### config.mk
export PLATFORM = sky130hd
export DESIGN_NAME = mux_a_arbiter
export DESIGN_NICKNAME = d
export VERILOG_FILES = /design/src/rtl/mux_a_arbiter_pkg.sv /design/src/rtl/mux_a_arbiter_rr_pick.sv /design/src/rtl/mux_a_arbiter.sv
export SDC_FILE = /design/constraint.sdc
export NUM_CORES = 1
export LEC_CHECK = 0
export ABC_AREA = 1
export CORE_MARGIN = 3
export CORE_UTILIZATION = 49
export DETAILED_ROUTE_END_ITERATION = 16
export PLACE_DENSITY = 0.76
export SYNTH_ARGS = -nofsm -noshare
export SYNTH_HDL_FRONTEND = slang
export SYNTH_SLANG_ARGS = --single-unit
export TNS_END_PERCENT = 50
### constraint.sdc
create_clock -name clk -period 2.1 [get_ports clk]
set_clock_uncertainty 0.2 [all_clocks]
set_input_delay 0.42 -clock clk [delete_from_list [all_inputs] [get_ports clk]]
set_output_delay 0.42 -clock clk [all_outputs]
set_load 0.05 [all_outputs]
### src/rtl/mux_a_arbiter_pkg.sv
// Shared types and constants for the Mux_A round-robin arbiter.
// HOLD_MAX only matters when MUX_A_HOLD_LIMIT_EN is defined.
package mux_a_pkg;

  localparam int NREQ     = 4;
  localparam int SEL_W    = 2;
  localparam int HOLD_MAX = 8;
  localparam int HOLD_W   = $clog2(HOLD_MAX);

  typedef enum logic {
    IDLE,
    GRANT
  } arb_state_t;

  function automatic logic [SEL_W-1:0] onehot_to_idx(input logic [NREQ-1:0] oh);
    logic [SEL_W-1:0] idx;
    idx = '0;
    for (int i = 0; i < NREQ; i++) begin
      if (oh[i]) idx = SEL_W'(i);
    end
    return idx;
  endfunction

endpackage

### src/rtl/mux_a_arbiter_rr_pick.sv
// Combinational round-robin picker: first set bit of (req & mask) searching
// upward from last+1, wrapping modulo NREQ, so last itself ranks lowest.
module rr_pick
  import mux_a_pkg::*;
(
  input  logic [NREQ-1:0]  req,
  input  logic [SEL_W-1:0] last,
  input  logic [NREQ-1:0]  mask,
  output logic [SEL_W-1:0] win,
  output logic             any
);

  logic [NREQ-1:0]  cand;
  logic [SEL_W-1:0] idx;

  // Walk from the lowest priority (offset NREQ == last) to the highest
  // (offset 1) so the final hit is the closest requester after last.
  always_comb begin
    cand = req & mask;
    win  = '0;
    any  = 1'b0;
    idx  = '0;
    for (int k = NREQ; k >= 1; k--) begin
      idx = last + SEL_W'(k);
      if (cand[idx]) begin
        win = idx;
        any = 1'b1;
      end
    end
  end

endmodule

### src/rtl/mux_a_arbiter.sv
// Round-robin owner arbiter for the Mux_A operand mux; registers the one-hot
// grant and S_A select. Optional hold limit enabled by MUX_A_HOLD_LIMIT_EN.
module mux_a_arbiter
  import mux_a_pkg::*;
(
  input  logic             clk,
  input  logic             rst_n,
  input  logic [NREQ-1:0]  req,
  output logic [NREQ-1:0]  grant,
  output logic [SEL_W-1:0] sel,
`ifdef MUX_A_HOLD_LIMIT_EN
  output logic             preempt,
`endif
  output logic             sel_valid
);

  arb_state_t       state_q, state_d;
  logic [NREQ-1:0]  grant_q, grant_d;
  logic [SEL_W-1:0] sel_q, sel_d;
  logic             sel_valid_q, sel_valid_d;
  logic [SEL_W-1:0] last_q, last_d;

  logic [SEL_W-1:0] owner;
  logic [NREQ-1:0]  mask;
  logic [SEL_W-1:0] win;
  logic             any;
  logic             force_rot;

`ifdef MUX_A_HOLD_LIMIT_EN
  logic [HOLD_W-1:0] hold_cnt_q, hold_cnt_d;
  logic              preempt_q, preempt_d;

  // Forced rotation only when the owner still wants the mux and someone waits.
  assign force_rot = (state_q == GRANT) && req[owner] &&
                     (hold_cnt_q == HOLD_W'(HOLD_MAX - 1)) &&
                     (|(req & ~grant_q));
`else
  assign force_rot = 1'b0;
`endif

  assign owner = onehot_to_idx(grant_q);
  assign mask  = force_rot ? ~grant_q : {NREQ{1'b1}};

  rr_pick u_rr_pick (
    .req  (req),
    .last (last_q),
    .mask (mask),
    .win  (win),
    .any  (any)
  );

  always_comb begin
    state_d     = state_q;
    grant_d     = grant_q;
    sel_d       = sel_q;
    sel_valid_d = sel_valid_q;
    last_d      = last_q;
`ifdef MUX_A_HOLD_LIMIT_EN
    hold_cnt_d  = hold_cnt_q;
    preempt_d   = 1'b0;
`endif
    case (state_q)
      IDLE: begin
        if (any) begin
          state_d     = GRANT;
          grant_d     = {{(NREQ-1){1'b0}}, 1'b1} << win;
          sel_d       = win;
          sel_valid_d = 1'b1;
          last_d      = win;
`ifdef MUX_A_HOLD_LIMIT_EN
          hold_cnt_d  = '0;
`endif
        end
      end
      GRANT: begin
        if (req[owner] && !force_rot) begin
`ifdef MUX_A_HOLD_LIMIT_EN
          if (hold_cnt_q != HOLD_W'(HOLD_MAX - 1)) hold_cnt_d = hold_cnt_q + 1'b1;
`endif
        end else if (any) begin
          // Direct handover: the next owner takes over on this edge, no bubble.
          grant_d     = {{(NREQ-1){1'b0}}, 1'b1} << win;
          sel_d       = win;
          sel_valid_d = 1'b1;
          last_d      = win;
`ifdef MUX_A_HOLD_LIMIT_EN
          hold_cnt_d  = '0;
          preempt_d   = force_rot;
`endif
        end else begin
          state_d     = IDLE;
          grant_d     = '0;
          sel_valid_d = 1'b0;
        end
      end
      default: state_d = IDLE;
    endcase
  end

  always_ff @(posedge clk or negedge rst_n) begin
    if (!rst_n) begin
      state_q     <= IDLE;
      grant_q     <= '0;
      sel_q       <= '0;
      sel_valid_q <= 1'b0;
      last_q      <= SEL_W'(NREQ - 1);
`ifdef MUX_A_HOLD_LIMIT_EN
      hold_cnt_q  <= '0;
      preempt_q   <= 1'b0;
`endif
    end else begin
      state_q     <= state_d;
      grant_q     <= grant_d;
      sel_q       <= sel_d;
      sel_valid_q <= sel_valid_d;
      last_q      <= last_d;
`ifdef MUX_A_HOLD_LIMIT_EN
      hold_cnt_q  <= hold_cnt_d;
      preempt_q   <= preempt_d;
`endif
    end
  end

  assign grant     = grant_q;
  assign sel       = sel_q;
  assign sel_valid = sel_valid_q;
`ifdef MUX_A_HOLD_LIMIT_EN
  assign preempt   = preempt_q;
`endif

endmodule

==> qor.csv <==
metric;value;unit
fin_crit;1800;ps
synth-seq-cells;10;
syn_area_per_cell;6.67;um2
clkLatencyLatePin;270;ps
cpLargestDelayFamily;flip-flops;
p_int;0.686;mW
power;1.53;mW
rsz0062_at_grt;false;
drt-total-wl;1390;um
max_freq;0.554;GHz
path_max_fanout;9;
rr_endpoint;grant[1];
fp.dieW;43.4;um
cts_hold_buf;0;
status;complete, no violations;
cp_cell_sequence;nand2_1, nand2_2, nand2_1, a21oi_1, nand2_1, nand2_1, inv_1, nand3_1, nand2_1;
io_pins;13;
ff_latch_area;253;um2
fin_area;822;um2
final_nets;125;
p_sw_frac;0.550;
post-route-util;0.684;
dp_cells;128;
reg2reg_from;last_q[0];
num_antenna_cells;0;
root_buffer;clkbuf_4;
synth_area;687;um2
syn_nets;109;
switching_power;0.839;mW
yosys_warnings;0;
synth_cell_type_count;18;
netlist_instances;103;
setup_viol;0;
place_area;796;um2
ir_drop;977;uV
crit_buf_inv;1;
critical-path-max-stage-delay;660;ps
grtUsageTotal;0.164;
cp_slowest_cell;dfstp_2;
post_cts_buffers;0;
critical_path_class;reg2reg;
grt.overflow.total;0;
area_delta_synth_final;19.7;%
p_leak;0.475;nW
clockBufferDepth;2;
clkSinkCount;10;
start_util;0.572;
setup_tns;0;ps
hold_class;in2async;
grt_pass1_wl;2290;um
crit_path_start_kind;flop;
r2r_cells;9;
multiInputGateArea;363;um2
reg2reg_slack;300;ps
gp_congestion;0.894;
cts_tree;done;
finalHoldViolCount;0;
io_buffers;12;
crit_required;2060;ps
num_rows;12;
drtPass1Iterations;4;
arrival;1760;ps
p_comb_frac;0.660;
fill_cells;113;
slew_headroom;0.694;
initialDrtViolationCount;26;
crit_path_end_kind;flop;
cp_common_cell;nand2_1;
hpwl;1100;um
post-route-period-util;0.859;
grt_pass1_vias;544;
core;1200;um2
die_y;43.4;um
avgViaCountPerCell;5.05;
power_density;1860;nW/um2
layout_common_cells;nand2_1 (50), inv_1 (11), nand2_2 (9), dfrtp_1 (8), buf_4 (7);
sequentialPowerShare;0.248;
worstMarginPinSlew;458;ps
die-area;1890;um2
grt_max_degree;11;
numCtsBuffers;3;
slew_violations;0;
final_common_cell;nand2_1;
pwr-share-clk;0.092;
cts-resized-gates;0;
antenna_found_initial;0;
maxCapViolCount;0;
avgRoutedWirePerCell;10.5;um
stdcell_count;132;
via_count;666;
postRouteAntennaNets;0;
drcViolationCount;0;
cts.clk_slew.worst_paths;70;ps
drive_above_1_share;0.254;
synth-seq-area-share;0.368;
htreeDepth;1;
area by class of cell:
cell class / count / share of cell area
Multi-Input combinational cell: 78 / 0.441
Sequential cell: 10 / 0.307
Timing Repair Buffer: 12 / 0.125
Inverter: 14 / 0.0731
Clock buffer: 4 / 0.0320
Tap cell: 14 / 0.0213
registers in the layout (all words and copies together) (netlist names):
signal / count
grant: 4
last_q: 2
sel: 2
sel_valid: 1
state_q: 1
cell usage after synthesis:
master	n	area, um2
inv_1	11	41.3
nor2_2	1	6.26
and2_4	1	8.76
nand2_4	2	22.5
nand2_1	50	188
o21ai_2	1	8.76
nand2_2	9	56.3
buf_6	1	11.3
inv_8	1	11.3
nor2_1	3	11.3
nand3_1	4	20.0
dfrtp_1	8	200
a21boi_0	1	7.51
o21ai_1	4	20.0
dfstp_2	2	52.6
a21oi_1	1	5.00
inv_2	2	7.51
a21oi_2	1	8.76
worst max-delay path by stage:
stage / startpoint / to / cells after the start
after CTS: last_q[0] / grant[1] / 9
after floorplan: last_q[0] / grant[2] / 11
after global routing: last_q[0] / grant[2] / 11
after detailed placement: req[3] / grant[2] / 11
after global placement: req[3] / grant[2] / 11
final: last_q[0] / grant[1] / 9
power groups by stage:
| stage | sequential, mW | clock (mW) | combinational (mW) |
|---|---|---|---|
| 6_report | 0.378 | 0.141 | 1.01 |
| 4_1_cts | 0.379 | 0.144 | 1.01 |
| 5_1_grt | 0.389 | 0.154 | 1.13 |
| 3_3_place_gp | 0.379 | 0 | 0.993 |
| 3_5_place_dp | 0.382 | 0 | 1.01 |
| 2_1_floorplan | 0.532 | 0 | 0.652 |
stage by stage:
step | worst slack (ps) | hold WS (ps)
floorplan | 462 | -75.6
global placement | 83.2 | 257
detailed placement | 47.5 | 267
CTS | 311 | 270
global route | 176 | 277
finish | 296 | 261
metal layers:
metal,track usage,share of wire,vias to the layer above
met5,0,0,-
met4,0.0482,0.010,0
met3,0.0788,0.089,3
met2,0.248,0.46,26
met1,0.207,0.44,294
li1,-,-,343
cell families after synthesis:
family	after synthesis	synth area share
flip-flops	10	0.368
buffers and inverters	15	0.104
AO/OA/AOI/OAI	8	0.0729
AND/OR/NAND/NOR	70	0.455
Note: power is estimated with default switching activity, not from simulation.
